## src/rtl/game_ctrl_1a2b.sv

```systemverilog
// game_ctrl_1a2b -- 1A2B board game controller.
// Draws a secret answer from LFSR nibbles and collects four guess digits on
// enter pulses. It presents answer/guess to the downstream A/B compare stage,
// latches the resulting counts and drives four BCD nibbles to the 7-seg mux.
// Optional build macro: GAME_DUP_CHECK_EN. When defined, a guess digit that
// repeats an already-accepted digit of the current guess is ignored.
// The LFSR input is named rand_val because "rand" is a reserved word.
module game_ctrl_1a2b #(
   parameter int MAX_TRIES   = 64,
   parameter int MAX_GUESSES = 8
) (
   input  logic        clk,
   input  logic        rst,
   input  logic        start,
   input  logic        enter,
   input  logic [3:0]  in,
   input  logic [15:0] rand_val,
   input  logic [2:0]  a_cnt,
   input  logic [2:0]  b_cnt,
   output logic [15:0] answer,
   output logic [15:0] guess,
   output logic [15:0] disp,
   output logic [3:0]  disp_en,
   output logic        win,
   output logic [3:0]  attempts
);

   typedef enum logic [2:0] {
      S_IDLE,
      S_INIT,
      S_GUESS,
      S_CHECK,
      S_RESULT,
      S_WIN,
      S_LOSE
   } state_t;

   localparam logic [7:0]  TRY_LAST     = 8'(MAX_TRIES - 1);
   localparam logic [3:0]  GUESS_LIMIT  = 4'(MAX_GUESSES);
   localparam logic [15:0] FALLBACK_ANS = 16'h1234;
   localparam logic [15:0] SPLASH       = 16'h1A2B;

   state_t      state_q, state_d;
   logic [15:0] answer_q, answer_d;
   logic [15:0] guess_q, guess_d;
   logic [2:0]  dcnt_q, dcnt_d;
   logic [7:0]  try_cnt_q, try_cnt_d;
   logic [3:0]  attempts_q, attempts_d;
   logic [2:0]  a_q, a_d;
   logic [2:0]  b_q, b_d;
   logic [15:0] disp_q, disp_d;
   logic [3:0]  disp_en_q, disp_en_d;
   logic        win_q, win_d;

   logic        rand_ok;
   logic        digit_dup;
   logic        digit_ok;

   // All four candidate nibbles must be decimal and pairwise distinct
   function automatic logic nibbles_ok(input logic [15:0] v);
      logic ok;
      ok = 1'b1;
      for (int i = 0; i < 4; i++) begin
         if (v[i*4 +: 4] > 4'd9) begin
            ok = 1'b0;
         end
         for (int j = i + 1; j < 4; j++) begin
            if (v[i*4 +: 4] == v[j*4 +: 4]) begin
               ok = 1'b0;
            end
         end
      end
      return ok;
   endfunction

   // Accepted digits live in the low n nibbles because digits shift in from the right
   function automatic logic digit_seen(input logic [15:0] g, input logic [2:0] n,
                                       input logic [3:0] d);
      logic seen;
      seen = 1'b0;
      for (int i = 0; i < 4; i++) begin
         if ((i < int'(n)) && (g[i*4 +: 4] == d)) begin
            seen = 1'b1;
         end
      end
      return seen;
   endfunction

   // Qualify the LFSR sample and the incoming guess digit
   always_comb begin
      rand_ok   = nibbles_ok(rand_val);
      digit_dup = digit_seen(guess_q, dcnt_q, in);
`ifdef GAME_DUP_CHECK_EN
      digit_ok  = enter && (in <= 4'd9) && !digit_dup;
`else
      digit_ok  = enter && (in <= 4'd9);
`endif
   end

   // State register plus all datapath and output flops
   always_ff @(posedge clk) begin
      if (rst) begin
         state_q    <= S_IDLE;
         answer_q   <= 16'h0000;
         guess_q    <= 16'h0000;
         dcnt_q     <= 3'd0;
         try_cnt_q  <= 8'd0;
         attempts_q <= 4'd0;
         a_q        <= 3'd0;
         b_q        <= 3'd0;
         disp_q     <= SPLASH;
         disp_en_q  <= 4'hF;
         win_q      <= 1'b0;
      end else begin
         state_q    <= state_d;
         answer_q   <= answer_d;
         guess_q    <= guess_d;
         dcnt_q     <= dcnt_d;
         try_cnt_q  <= try_cnt_d;
         attempts_q <= attempts_d;
         a_q        <= a_d;
         b_q        <= b_d;
         disp_q     <= disp_d;
         disp_en_q  <= disp_en_d;
         win_q      <= win_d;
      end
   end

   // Next-state and datapath updates; start overrides everything, including enter
   always_comb begin
      state_d    = state_q;
      answer_d   = answer_q;
      guess_d    = guess_q;
      dcnt_d     = dcnt_q;
      try_cnt_d  = try_cnt_q;
      attempts_d = attempts_q;
      a_d        = a_q;
      b_d        = b_q;
      if (start) begin
         state_d    = S_INIT;
         guess_d    = 16'h0000;
         dcnt_d     = 3'd0;
         try_cnt_d  = 8'd0;
         attempts_d = 4'd0;
      end else begin
         case (state_q)
            S_INIT: begin
               if (rand_ok) begin
                  answer_d = rand_val;
                  state_d  = S_GUESS;
               end else if (try_cnt_q == TRY_LAST) begin
                  answer_d = FALLBACK_ANS;
                  state_d  = S_GUESS;
               end else begin
                  try_cnt_d = try_cnt_q + 8'd1;
               end
            end
            S_GUESS: begin
               if (digit_ok) begin
                  guess_d = {guess_q[11:0], in};
                  dcnt_d  = dcnt_q + 3'd1;
                  if (dcnt_q == 3'd3) begin
                     state_d = S_CHECK;
                  end
               end
            end
            S_CHECK: begin
               a_d = a_cnt;
               b_d = b_cnt;
               if (attempts_q != 4'hF) begin
                  attempts_d = attempts_q + 4'd1;
               end
               state_d = S_RESULT;
            end
            S_RESULT: begin
               if (enter) begin
                  if (a_q == 3'd4) begin
                     state_d = S_WIN;
                  end else if (attempts_q == GUESS_LIMIT) begin
                     state_d = S_LOSE;
                  end else begin
                     state_d = S_GUESS;
                     guess_d = 16'h0000;
                     dcnt_d  = 3'd0;
                  end
               end
            end
            default: begin
            end
         endcase
      end
   end

   // Display and win flag computed from the upcoming state so they register alongside it
   always_comb begin
      disp_d    = SPLASH;
      disp_en_d = 4'hF;
      win_d     = 1'b0;
      case (state_d)
         S_IDLE: begin
            disp_d    = SPLASH;
            disp_en_d = 4'hF;
         end
         S_INIT: begin
            disp_d    = 16'h0000;
            disp_en_d = 4'h0;
         end
         S_GUESS: begin
            disp_d = guess_d;
            case (dcnt_d)
               3'd0:    disp_en_d = 4'b0000;
               3'd1:    disp_en_d = 4'b0001;
               3'd2:    disp_en_d = 4'b0011;
               3'd3:    disp_en_d = 4'b0111;
               default: disp_en_d = 4'b1111;
            endcase
         end
         S_CHECK: begin
            disp_d    = guess_d;
            disp_en_d = 4'hF;
         end
         S_RESULT: begin
            disp_d    = {1'b0, a_d, 4'hA, 1'b0, b_d, 4'hB};
            disp_en_d = 4'hF;
         end
         S_WIN: begin
            disp_d    = answer_d;
            disp_en_d = 4'hF;
            win_d     = 1'b1;
         end
         S_LOSE: begin
            disp_d    = answer_d;
            disp_en_d = 4'hF;
         end
         default: begin
         end
      endcase
   end

   assign answer   = answer_q;
   assign guess    = guess_q;
   assign disp     = disp_q;
   assign disp_en  = disp_en_q;
   assign win      = win_q;
   assign attempts = attempts_q;

endmodule

```

## config.mk

```make
export PLATFORM = sky130hd
export DESIGN_NAME = game_ctrl_1a2b
export DESIGN_NICKNAME = d
export VERILOG_FILES = /design/src/rtl/game_ctrl_1a2b.sv
export SDC_FILE = /design/constraint.sdc
export NUM_CORES = 1
export LEC_CHECK = 0
export CORE_MARGIN = 2
export CORE_UTILIZATION = 45
export DETAILED_ROUTE_END_ITERATION = 16
export HOLD_SLACK_MARGIN = 0.02
export PLACE_DENSITY_LB_ADDON = 0.2
export RECOVER_POWER = 50
export SLEW_MARGIN = 20
export SYNTH_ARGS = -nofsm -noshare
export SYNTH_HDL_FRONTEND = slang
export SYNTH_SLANG_ARGS = --single-unit
```

## constraint.sdc

```tcl
create_clock -name clk -period 2.2 [get_ports clk]
set_input_delay 0.44 -clock clk [delete_from_list [all_inputs] [get_ports clk]]
set_output_delay 0.44 -clock clk [all_outputs]
set_load 0.01 [all_outputs]
```

==> out/qor.csv <==
metric,value,unit
status,"finished, violations left",
failing checks,negative setup slack,
Max IR drop VDD,0.000386,V
gr usage total,26.6,%
fill count,503,
Psw,856,uW
post-synth cell types,57,
r2r endpoint,disp[10]$_SDFF_PP0_,
pins over their slew limit,0,
flop and latch count out of synthesis,77,
Worst Path Max Fanout,7,
final setup fails,16,
I/O pin total,87,
drt via density,5.60,
syn nets,406,
"Remaining Overflow, GRT",0,
clock share of power,37.3,%
Final Cell Area,5940,sq um
# diodes,0,
cells after synthesis,371,
"Data required, critical path",2.52,ns
row count,32,
wire per inst,18.9,microns
Worst Clk Skew,0.0177,ns
YS warnings,0,
Sw Share,27.9,%
vias in the first global route,3615,
first-pass GRT wire length,17800,microns
startpoint types,input pin,
1st-iter DRT viols,222,
Post-DP Area,5120,sq um
mapped cell area,3550,sq um
total CTS buffers,9,
Nets,583,
clock latency on the worst-skew pair,0.37,ns
Remaining DRCs,0,
combinational cell fraction of total power,16.2,%
f_max,426,MHz
Final ANT Viol Nets,0,
R2R Setup Slk,-0.01,ns
Final Cycle Share,107,%
CTS H-tree lvls,3,
kind of critical path,in2reg,
layout cell share with drive strength beyond 1,38.5,%
Slew HR,60.3,%
Chip Width,92.8,microns
most frequent cells in the layout,"buf_4, dfxtp_1, nor2_1, dlygate4sd3_1, clkdlybuf4s50_1",
GP Congestion,0.893,
"commonest non-fill, non-tap cell in the layout",buf_4,
Final Core Density,77.3,%
area grow syn2layout,67.2,%
Buf/Inv on CP,4,
clk sinks,77,
crit path max-delay cell type,or3_4,
Power Density,517,nW/um^2
Final Total Pwr,3070,uW
CTS tree,yes,
Least-Margin Pin Slew,0.595,ns
fin worst setup slack,-0.147,ns
worst r2r path cells,8,
Reg power frac,46.5,%
hold depth,3,
hold_buf cts,0,
hold path start,rand_val[5],
setup TNS,-0.942,ns
"EDFF count, synth",0,
number of port buffers,86,
Die H,92.8,microns
post-DP HPWL,8140,microns
Mapped Avg Cell Area,9.57,sq um
CP top delay family,simple AND/OR/NAND/NOR gates,
drt total wl,12400,microns
Starting Density,46.2,%
async set-reset flop share out of synthesis,0,%
antenna violations before repair,0,
Final min period,2.35,ns
largest net degree at the start of global routing,27,
core area,7690,sq um
worst path arrival time,2.67,ns
Max-Cap Viols,0,
crit-path cells,buf_4 -> xor2_2 -> nor4_4 -> nor4_4 -> buf_4 -> buf_12 -> a32oi_4 -> buf_6 -> or3_4 -> a21oi_4 -> a22o_1,
via count,3665,
register area share after synthesis,43.4,%
Internal,2220,uW
RSZ-0062 raised after global routing,yes,
die area,8620,sq um
crit end category,flop,
CTS Buffer Depth,2,
Worst-path clk slew,0.10,ns
leakage,0.00239,uW
Hold Path Sink,answer[5]$_SDFF_PP0_,
Most used DFF post-synth,dfxtp_1,
CP peak stage delay,0.42,ns
reg2reg start,state_q[2]$_SDFF_PP0_,
Hold Path Class,in2reg,
Hold Fails Final Rpt,0,
TritonRoute pass-1 iters,4,
Clock Tree Root,clkbuf_8,
## state kept, by name (all words and copies together) (netlist names)
register   cells
answer        16
dcnt_q         3
guess         16
a_q            3
state_q        3
win            1
b_q            3
attempts       4
disp          16
disp_en        4
try_cnt_q      8
## what timing repair did
action / 4_1_cts / 5_1_grt
pin swaps: 18 / 25
endpoints found under the setup margin: 46 / 35
cloned: 1 / 0
setup buffers: 11 / 5
gates resized for setup: 133 / 69
## metal layers
| metal | GRT usage [%] | part of all wire [%] | routed length, microns |
|---|---|---|---|
| met5 | 0 | 0 | 0 |
| met2 | 45.9 | 52 | 6450 |
| met4 | 13.5 | 4.1 | 507 |
| met1 | 31.3 | 39 | 4780 |
| met3 | 5.29 | 5.2 | 650 |
## worst max-delay path by stage
stage | end | cells past startpoint | from | slack [ns]
after CTS | disp_en[2]$_SDFF_PP1_ | 13 | rand_val[0] | -0.03
after global routing | disp[10]$_SDFF_PP0_ | 11 | rand_val[3] | -0.17
final | disp[10]$_SDFF_PP0_ | 11 | rand_val[3] | -0.15
after global placement | disp[3]$_SDFF_PP1_ | 10 | rand_val[9] | -0.88
after detailed placement | disp[3]$_SDFF_PP1_ | 10 | rand_val[2] | -0.99
after floorplan | try_cnt_q[7]$_SDFFE_PP0P_ | 9 | rand_val[14] | -0.06
## power by group through the flow
stage / combinational [uW] / sequential, uW / clock [uW]
floorplan: 158 / 1470 / 0
global placement: 374 / 1460 / 0
detailed placement: 380 / 1460 / 0
CTS: 449 / 1430 / 1150
global route: 522 / 1430 / 1220
finish: 497 / 1430 / 1150
## Yosys cell counts (all sizes together) (4+ instances only)
library cell	count	area [sq um]
a22o	9	78.8
a22oi	21	158
nor3	8	45.0
clkbuf	12	45.0
a211oi	4	42.5
dfxtp	77	1540
or3	5	36.3
ha	5	62.6
buf	8	57.6
inv	10	37.5
o2111ai	5	43.8
nand2b	6	37.5
nand4	4	40.0
o21ai	10	50.0
nor4	8	90.1
mux2i	8	80.1
a221oi	5	43.8
a21oi	8	43.8
and2	10	62.6
nor2	58	223
nand2	10	37.5
xor2	29	254
nand3	6	30.0
## cells by family (layout without fill, tap and decap cells)
kind of cell / Yosys count / in the layout / synth area share, %
AO/OA/AOI/OAI: 92 / 92 / 20.8
XOR/XNOR: 32 / 32 / 7.89
adder cells (fa/ha/maj): 5 / 5 / 1.76
buffers and inverters: 30 / 212 / 3.94
flip-flops: 77 / 77 / 43.4
multiplexers: 9 / 9 / 2.57
AND/OR/NAND/NOR: 126 / 126 / 19.6
## layout make-up
| cell class | instances | area [sq um] | area share (%) |
|---|---|---|---|
| clock buffer | 9 | 124 | 2.09 |
| multi-input combinational | 264 | 2310 | 38.9 |
| inverter | 10 | 37.5 | 0.632 |
| clock inverter | 7 | 88.8 | 1.50 |
| sequential | 77 | 1550 | 26.0 |
| timing repair buffer | 186 | 1710 | 28.7 |
| tap | 102 | 128 | 2.15 |
## metrics by stage
stage / hold WS (ns) / setup slack [ns] / std cells
after CTS: 0.511 / -0.0288 / 652
after floorplan: 0.456 / -0.0635 / 371
after detailed placement: 0.502 / -0.987 / 624
after global routing: 0.470 / -0.174 / 655
final: 0.445 / -0.147 / 655
after global placement: 0.471 / -0.885 / 624
## worst reg2reg max path, cell delays in order, from the launching register on
cell	delay (ns)
dfxtp_1	0.37
nand2b_1	0.22
nand2b_1	0.21
nor2_2	0.18
a32oi_4	0.19
buf_6	0.17
or3_4	0.42
a21oi_4	0.24
a22o_1	0.17
Note: power is estimated with default switching activity, not from simulation.
